`src/rtl/reg_bank_write_arbiter_pkg.sv`:
```
// Shared definitions for the register-bank write arbiter: FSM encodings and a
// constant-width helper.
package reg_bank_write_arbiter_pkg;

  typedef logic state_t;

  localparam state_t ST_IDLE   = 1'b0;
  localparam state_t ST_COMMIT = 1'b1;

  function automatic int clog2(input int n);
    int r;
    r = 0;
    while ((1 << r) < n) r++;
    return r;
  endfunction

endpackage

```
`src/rtl/reg_bank_write_arbiter_if.sv`:
```
// Requester/read bus of the register-bank write arbiter. The producers and the
// reader sit on the master side; the arbiter is the slave.
interface reg_bank_write_arbiter_if #(
  parameter int NREQ  = 4,
  parameter int WIDTH = 8,
  parameter int AW    = 2
);
  logic [NREQ-1:0]       req;
  logic [NREQ*AW-1:0]    wr_addr;
  logic [NREQ*WIDTH-1:0] wr_data;
  logic [NREQ-1:0]       gnt;
  logic                  busy;
  logic [AW-1:0]         rd_addr;
  logic [WIDTH-1:0]      rd_data;

  modport master (
    output req, wr_addr, wr_data, rd_addr,
    input  gnt, busy, rd_data
  );

  modport slave (
    input  req, wr_addr, wr_data, rd_addr,
    output gnt, busy, rd_data
  );
endinterface

```
`src/rtl/reg_bank_write_arbiter_bank_reg.sv`:
```
// One storage register of the bank: asynchronous active-low clear, load on i_we.
module reg_bank_write_arbiter_bank_reg #(
  parameter int WIDTH = 8
) (
  input  logic             clk,
  input  logic             clear_n,
  input  logic             i_we,
  input  logic [WIDTH-1:0] i_d,
  output logic [WIDTH-1:0] o_q
);

  logic [WIDTH-1:0] r_q;

  always_ff @(posedge clk or negedge clear_n) begin
    if (!clear_n) r_q <= '0;
    else if (i_we) r_q <= i_d;
  end

  assign o_q = r_q;

endmodule

```
`src/rtl/reg_bank_write_arbiter.sv`:
```
// Round-robin write arbiter in front of a DEPTH-entry register bank: one
// granted write per two clocks, combinational read port.
module reg_bank_write_arbiter
  import reg_bank_write_arbiter_pkg::*;
#(
  parameter int NREQ  = 4,
  parameter int WIDTH = 8,
  parameter int DEPTH = 4,
  parameter int AW    = 2
) (
  input  logic                       clk,
  input  logic                       clear_n,
  reg_bank_write_arbiter_if.slave    bus
);

  localparam int PW = clog2(NREQ);

  state_t           r_state;
  logic [NREQ-1:0]  r_gnt;
  logic [PW-1:0]    r_rr_ptr;
  logic [AW-1:0]    r_addr;
  logic [WIDTH-1:0] r_data;

  logic             w_found;
  logic [NREQ-1:0]  w_gnt_nxt;
  logic [PW-1:0]    w_ptr_nxt;
  logic [AW-1:0]    w_sel_addr;
  logic [WIDTH-1:0] w_sel_data;
  logic [DEPTH-1:0] w_we;
  logic [WIDTH-1:0] w_q [DEPTH];
  logic [WIDTH-1:0] w_rd_data;

  // Search upward from r_rr_ptr with wrap; the first set request wins.
  always_comb begin
    int idx;
    idx        = 0;
    w_found    = 1'b0;
    w_gnt_nxt  = '0;
    w_ptr_nxt  = r_rr_ptr;
    w_sel_addr = '0;
    w_sel_data = '0;
    for (int k = 0; k < NREQ; k++) begin
      idx = int'(r_rr_ptr) + k;
      if (idx >= NREQ) idx = idx - NREQ;
      if (!w_found && bus.req[idx]) begin
        w_found        = 1'b1;
        w_gnt_nxt[idx] = 1'b1;
        w_ptr_nxt      = (idx == NREQ - 1) ? '0 : PW'(idx + 1);
        w_sel_addr     = bus.wr_addr[idx*AW +: AW];
        w_sel_data     = bus.wr_data[idx*WIDTH +: WIDTH];
      end
    end
  end

  always_ff @(posedge clk or negedge clear_n) begin
    if (!clear_n) begin
      r_state  <= ST_IDLE;
      r_gnt    <= '0;
      r_rr_ptr <= '0;
    end else begin
      case (r_state)
        ST_IDLE: begin
          if (w_found) begin
            r_state  <= ST_COMMIT;
            r_gnt    <= w_gnt_nxt;
            r_rr_ptr <= w_ptr_nxt;
          end
        end
        default: begin
          r_state <= ST_IDLE;
          r_gnt   <= '0;
        end
      endcase
    end
  end

  // Address/data are sampled only at the grant edge; later bus changes are ignored.
  always_ff @(posedge clk) begin
    if (r_state == ST_IDLE && w_found) begin
      r_addr <= w_sel_addr;
      r_data <= w_sel_data;
    end
  end

  for (genvar g = 0; g < DEPTH; g++) begin : g_bank
    assign w_we[g] = (r_state == ST_COMMIT) && (r_addr == AW'(g));

    reg_bank_write_arbiter_bank_reg #(
      .WIDTH (WIDTH)
    ) u_reg (
      .clk     (clk),
      .clear_n (clear_n),
      .i_we    (w_we[g]),
      .i_d     (r_data),
      .o_q     (w_q[g])
    );
  end

  // Addresses past DEPTH match no entry and read as zero.
  always_comb begin
    w_rd_data = '0;
    for (int d = 0; d < DEPTH; d++) begin
      if (bus.rd_addr == AW'(d)) w_rd_data = w_q[d];
    end
  end

  assign bus.gnt     = r_gnt;
  assign bus.busy    = (r_state == ST_COMMIT);
  assign bus.rd_data = w_rd_data;

endmodule

```
`src/flat_wrapper.sv`:
```
// flat-port wrapper written by rule: the top's interface ports become plain ports
module reg_bank_write_arbiter_flat import reg_bank_write_arbiter_pkg::*;
#(
  parameter int NREQ  = 4,
  parameter int WIDTH = 8,
  parameter int DEPTH = 4,
  parameter int AW    = 2
)
  (clk, clear_n, bus_req, bus_wr_addr, bus_wr_data, bus_rd_addr, bus_gnt, bus_busy, bus_rd_data);
  reg_bank_write_arbiter_if #(.NREQ(NREQ), .WIDTH(WIDTH), .AW(AW)) bus_i ();
  input  logic clk;
  input  logic clear_n;
  input wire logic [$bits(bus_i.req)-1:0] bus_req;
  input wire logic [$bits(bus_i.wr_addr)-1:0] bus_wr_addr;
  input wire logic [$bits(bus_i.wr_data)-1:0] bus_wr_data;
  input wire logic [$bits(bus_i.rd_addr)-1:0] bus_rd_addr;
  output wire logic [$bits(bus_i.gnt)-1:0] bus_gnt;
  output wire logic [$bits(bus_i.busy)-1:0] bus_busy;
  output wire logic [$bits(bus_i.rd_data)-1:0] bus_rd_data;
  assign bus_i.req = bus_req;
  assign bus_i.wr_addr = bus_wr_addr;
  assign bus_i.wr_data = bus_wr_data;
  assign bus_i.rd_addr = bus_rd_addr;
  assign bus_gnt = bus_i.gnt;
  assign bus_busy = bus_i.busy;
  assign bus_rd_data = bus_i.rd_data;
  reg_bank_write_arbiter #(.NREQ(NREQ), .WIDTH(WIDTH), .DEPTH(DEPTH), .AW(AW)) u_core (.clk(clk), .clear_n(clear_n), .bus(bus_i));
endmodule
```
`config.mk`:
```
export PLATFORM = sky130hd
export DESIGN_NAME = reg_bank_write_arbiter_flat
export DESIGN_NICKNAME = d
export VERILOG_FILES = /design/src/rtl/reg_bank_write_arbiter_pkg.sv /design/src/rtl/reg_bank_write_arbiter_if.sv /design/src/rtl/reg_bank_write_arbiter_bank_reg.sv /design/src/rtl/reg_bank_write_arbiter.sv /design/src/flat_wrapper.sv
export SDC_FILE = /design/constraint.sdc
export NUM_CORES = 1
export LEC_CHECK = 0
export CAP_MARGIN = 20
export CORE_UTILIZATION = 49
export CTS_CLUSTER_SIZE = 14
export DETAILED_ROUTE_END_ITERATION = 7
export PLACE_DENSITY = 0.77
export SYNTH_ARGS = -nofsm -noshare
export SYNTH_HDL_FRONTEND = slang
export SYNTH_SLANG_ARGS = --single-unit
```
`constraint.sdc`:
```
create_clock -name clk -period 3.1 [get_ports clk]
set_clock_uncertainty 0.15 [all_clocks]
set_input_delay 0.62 -clock clk [delete_from_list [all_inputs] [get_ports clk]]
set_output_delay 0.62 -clock clk [all_outputs]
set_load 0.02 [all_outputs]
```
After elaboration in Yosys (flattened, before gate mapping)
Index checks and enable logic that the tools add are counted.

word-level totals
  register bits after elaboration = 49
  bits of input ports = 48
  word-level logic and storage cells = 130
  output and inout bits = 13

operators by class
  add/subtract/negate cells = 11
  magnitude comparators = 12
  eq/ne operators = 10
  shift operators = 8
  multiplexer cells = 56
  reduce and logical (&&, ||, !) cells = 20
  bitwise logic cells = 4

operator list
  cell                   count
  $eq 32x3->1 const B    4
  $ge 32x1->1 const B    4
  $lt 32x4->1 const B    4
  $mux 32                4
  $shiftx 32x32->8       4
  $shiftx 8x32->2        4
  $ge 32x4->1 const B    3
  $sub 32x4->32 const B  3
  $mux 8                 8
  $mux 2                 12
  $mux 4                 6
  $mux 1                 18
  $logic_and 1x1->1      12
  $or 4x4->4             3
  $add 2x2->2 const B    4
  $bmux 1 s2             4
  $demux 1 s2            4
  $eq 2x2->1 const B     4
  $add 2x2->3 const B    2
  $eq 2x1->1 const B     2
  $logic_not 2->1        2
  $reduce_bool 4->1      1
  $sub 2x3->4 const B    1
  $add 2x1->3 const B    1
  5 further kinds        7

Logic depth before layout (Yosys ltp)
  word-level depth = 17
  mapped depth = 11
  mapped depth without buffers = 6

Cells and area by module
From an unflattened synthesis, not the netlist that was laid out.

unflattened totals
  cells, all modules = 299
  area total of the unflattened synthesis = 3731.1 um^2

by module, submodules not included
  module                           area an instance (um^2)  times used  cells an instance  sequential area each (um^2)
  reg_bank_write_arbiter           2404.8                   1           231                475.5
  reg_bank_write_arbiter_bank_reg  331.6                    4           17                 200.2

Least setup slack after synthesis
Ideal clock, no wire load.

  path type = register to register
  start point = register u_core.r_rr_ptr[1]
  end point = register u_core.r_data[6], data pin
  clock period less this slack = 3.130 ns
  setup time = 0.277 ns
  stages on the path, launching flop included = 12
  buffers on the path = 6
  setup slack = -0.030 ns
  arrival = 2.703 ns
  data required time = 2.673 ns
  cells stage by stage = dfrtp_1 > buf_2 > buf_2 > inv_1 > clkbuf_1 > ha_1 > buf_2 > buf_2 > clkbuf_1 > mux4_2 > inv_1 > o221ai_1

on the way
  longest elaborated chain between the ends = 15
  elaborated cells between the ends (all ways) = 44
  classes of those cells = 7 x add/sub; 4 x order compare; 4 x shift; 23 x mux; 6 x reduce/logical

RTL lines
  item                                                                    line                          source
  start: declaration                                                      reg_bank_write_arbiter.sv:20  logic [PW-1:0] r_rr_ptr;
  start signal: assignment                                                reg_bank_write_arbiter.sv:66  r_rr_ptr <= w_ptr_nxt;
  parallel branches: the longest is 14 deep, another holds $sub 32x4->32  n/a
  $mux 8 *                                                                reg_bank_write_arbiter.sv:45  if (!w_found && bus.req[idx]) begin
  via u_core.w_sel_data[6]                                                reg_bank_write_arbiter.sv:28  logic [WIDTH-1:0] w_sel_data;
  end signal: assignment                                                  reg_bank_write_arbiter.sv:81  r_data <= w_sel_data;
  end: declaration                                                        reg_bank_write_arbiter.sv:22  logic [WIDTH-1:0] r_data;

Mark *: on every way through the listed nets, which the timed path passes. The select of a mux whose other input is x is not followed.
A chain may end at the register's enable or synchronous reset.

Worst setup path in the final report
  start point = input port bus_rd_addr[0]
  end point = output port bus_rd_data[6]

on the way
  longest elaborated chain between the ends = 5
  elaborated cells between the ends (all ways) = 8
  classes of those cells = 3 x eq/ne; 4 x mux; 1 x reduce/logical

RTL lines
  item                 line                           source
  start: declaration   flat_wrapper.sv:16             input wire logic [$bits(bus_i.rd_addr)-1:0] bus_rd_addr;
  $logic_not 2->1      reg_bank_write_arbiter.sv:103  if (bus.rd_addr == AW'(d)) w_rd_data = w_q[d];
  $mux 8 (3 in a row)  reg_bank_write_arbiter.sv:103
  $mux 8 *             reg_bank_write_arbiter.sv:103
  end: declaration     flat_wrapper.sv:19             output wire logic [$bits(bus_i.rd_data)-1:0] bus_rd_data;

Every way passes the cells marked *; elsewhere a longest branch is shown, timed or not.

==> flow_metrics.tcl <==
set metrics [dict create \
    die_y_um 88.54 \
    synth_xor_area_share_pct 0 \
    cp_max_fo 8 \
    layout_min_cycle_time_ps 2880 \
    synth_cell_type_count 47 \
    relSlewSlack_pct 43.45 \
    instances_no_fill 461 \
    synth_fa_ha_area_share_pct 2.046 \
    placed_cells 453 \
    boundaryPins 61 \
    rsz0062_at_grt "no" \
    grt_pass1_wl_um 13230 \
    clockRootBuffer "clkbuf_8" \
    cts.sinks 49 \
    synth_simple_gate_area_share_pct 8.319 \
    ff2ff_path_depth 5 \
    dp_hpwl_um 5954 \
    crit_arrival_ps 2110 \
    netlist_instances 303 \
    muxShareOfSynthArea_pct 38.19 \
    r2r-end "u_core.r_data[6]" \
    multi_input_area_um2 2211 \
    dpl-instance-area_um2 4422 \
    p_leak_nw 1.757 \
    die_w_um 88.54 \
    hp-class "in -> async" \
    r2r_setup_slack_ps 430 \
    gp_congestion 0.8659 \
    ys_warn_count 0 \
    synth_top_family_by_area "multiplexers" \
    synthTopCellsByArea "dfrtp_1 (27%), mux4_2 (21%), mux2_2 (14%), edfxtp_1 (8.2%), mux2i_1 (3.8%)" \
    fin_nets 415 \
    diodes 0 \
    ir_drop_uv 527.1 \
    core-area_um2 7253 \
    drive_gt1_share_pct 31.77 \
    drcViolationCount 0 \
    setup_viol 0 \
    outcome "complete, no violations" \
    finalHoldViolations 0 \
    synthTopCellsByCount "mux2_2 (44), dfrtp_1 (39), mux4_2 (34)" \
    ys_seq_area_share_pct 34.78 \
    clk_path_buf_depth 2 \
    post-route-period-util_pct 92.90 \
    fmax_ghz 0.3472 \
    clkPwrFrac_pct 7.7 \
    clock_latency_ps 290 \
    yosysTopAreaCellShare_pct 26.59 \
    routed_wirelength_um 7851 \
    worst_pin_slew_ps 848.2 \
    grt_pass1_vias 2768 \
    power.switching_mw 1.936 \
    grt-ovfl-total 0 \
    yosysMostFrequentCell "mux2_2" \
    dieArea_um2 7839 \
    grt_max_degree 47 \
    cap_viol_max_count 0 \
    switching_share_pct 40.68 \
    synth_area_um2 3670 \
    pwr-share-seq_pct 27.3 \
    avgSynthCellArea_um2 12.11 \
    drv_slew 0 \
    pwr_density_cell_nw_per_um2 1058 \
    p_int_mw 2.822 \
    r2r-start "u_core.r_rr_ptr[0]" \
    end_kind "output pin" \
    fin_area_um2 4498 \
    pre_cts_ws_ps -30.33 \
    cts_buffers 5 \
    portBuffers 60 \
    start_util_pct 50.60 \
    vias_per_cell 6.009 \
    grt.total_usage_pct 21.68 \
    synth-seq-cells 49 \
    first_pass_iters 4 \
    synthesis.nets 357 \
    htree_levels 2 \
    crit_type "in -> out" \
    route.detailed.wl_per_inst_um 17.03 \
    synth-async-reset-ratio_pct 79.59 \
    drtAntennaViolNets 0 \
    synth_ff_type "dfrtp_1" \
    synth-compound-area-share_pct 11.69 \
    start_kind "input port" \
    rows 31 \
    ff_latch_area_um2 1277 \
    yosysTopAreaCell "dfrtp_1" \
    clk_pin_slew_worst_paths_ps 90 \
    synth_edf_count 10 \
    vias 2770 \
    dr.first_iter.drc_count 154 \
    num-fill-cells 597 \
    setup_ws_ps 220.2 \
    tritoncts "built" \
    antenna_found_initial 0 \
    area_growth_pct 22.57 \
    pwr-share-comb_pct 65.0 \
    critPathRequiredTime_ps 2330 \
]
state kept, by name, indices dropped and copies added, names as in the netlist:
signal	cells
u_core.g_bank.u_reg.o_q	32
u_core.bus.busy	1
u_core.r_data	8
u_core.r_addr	2
u_core.r_rr_ptr	2
u_core.bus.gnt	4
power by group through the flow:
stage	Sequential [mW]	Combinational, mW	Clock (mW)
finish	1.30	3.09	0.367
global route	1.34	3.38	0.405
CTS	1.30	3.11	0.379
detailed placement	1.31	3.15	0
global placement	1.29	3.06	0
floorplan	1.23	2.39	0
worst max-delay path, cell delays in order:
cell	delay [ps]
clkdlybuf4s50_1	510
buf_12	150
mux4_2	490
dlygate4sd2_1	340
logic make-up after synthesis:
family	count (synthesis)
and+or+nand+nor	55
AOI/OAI and AO/OA	60
DFF	49
muxes	92
adders and majority gates	6
buffers and inverters	41
final cells by class:
type | count | share of cell area (%)
inverters | 17 | 1.419
multi-input cells | 213 | 49.15
well taps | 99 | 2.754
repair buffers | 75 | 16.36
flip-flops and latches | 49 | 28.40
clock buffers | 6 | 1.613
clock inverters | 2 | 0.3060
stage by stage:
stage                     hold WS, ps  power, mW  TNS, ps  util (%)
final                           272.0      4.758        0     62.01
after floorplan                 174.4      3.627        0         -
after detailed placement        342.3      4.461   -91.68     60.96
after global placement          334.3      4.348  -0.6641     60.96
after global routing            336.7      5.119        0     62.01
after CTS                       294.4      4.785        0     62.01
cell usage in the layout (no fill, tap or decap), drive strengths merged, types with 4 or more instances in the layout:
master / n
clkdlybuf4s50: 51
mux2: 44
dfrtp: 39
mux4: 34
a21oi: 18
inv: 18
buf: 16
mux2i: 14
nor2: 13
nand2: 12
o221ai: 12
edfxtp: 10
or2: 8
a32oi: 8
dlygate4sd2: 8
ha: 6
clkbuf: 6
o21ai: 5
nor2b: 4
routing by layer:
| metal | part of all wire [%] | wire length [um] | track usage [%] | vias up |
|---|---|---|---|---|
| met5 | 0 | 0 | 0 | - |
| met4 | 0.32 | 25 | 4.692 | 0 |
| met3 | 3.9 | 308 | 3.172 | 4 |
| met2 | 50 | 3937 | 37.13 | 74 |
| met1 | 46 | 3579 | 29.43 | 1380 |
| li1 | - | - | - | 1312 |
how the worst max path moves through the flow:
stage | from | end | slack [ps] | cells past startpoint
after floorplan | u_core.r_rr_ptr[1] | u_core.r_addr[0] | 90 | 10
final | bus_rd_addr[0] | bus_rd_data[6] | 220 | 4
after detailed placement | bus_rd_addr[0] | bus_rd_data[6] | -30 | 4
after global placement | bus_rd_addr[0] | bus_rd_data[7] | -0.7 | 4
after CTS | bus_rd_addr[0] | bus_rd_data[6] | 190 | 4
after global routing | bus_rd_addr[0] | bus_rd_data[7] | 170 | 4
timing repair:
item,in CTS,in global routing
buffers inserted,0,0
setup endpoints to repair,8,0
resized for setup,8,0
hold buffers,0,0
(Power assumes the default switching activity.)
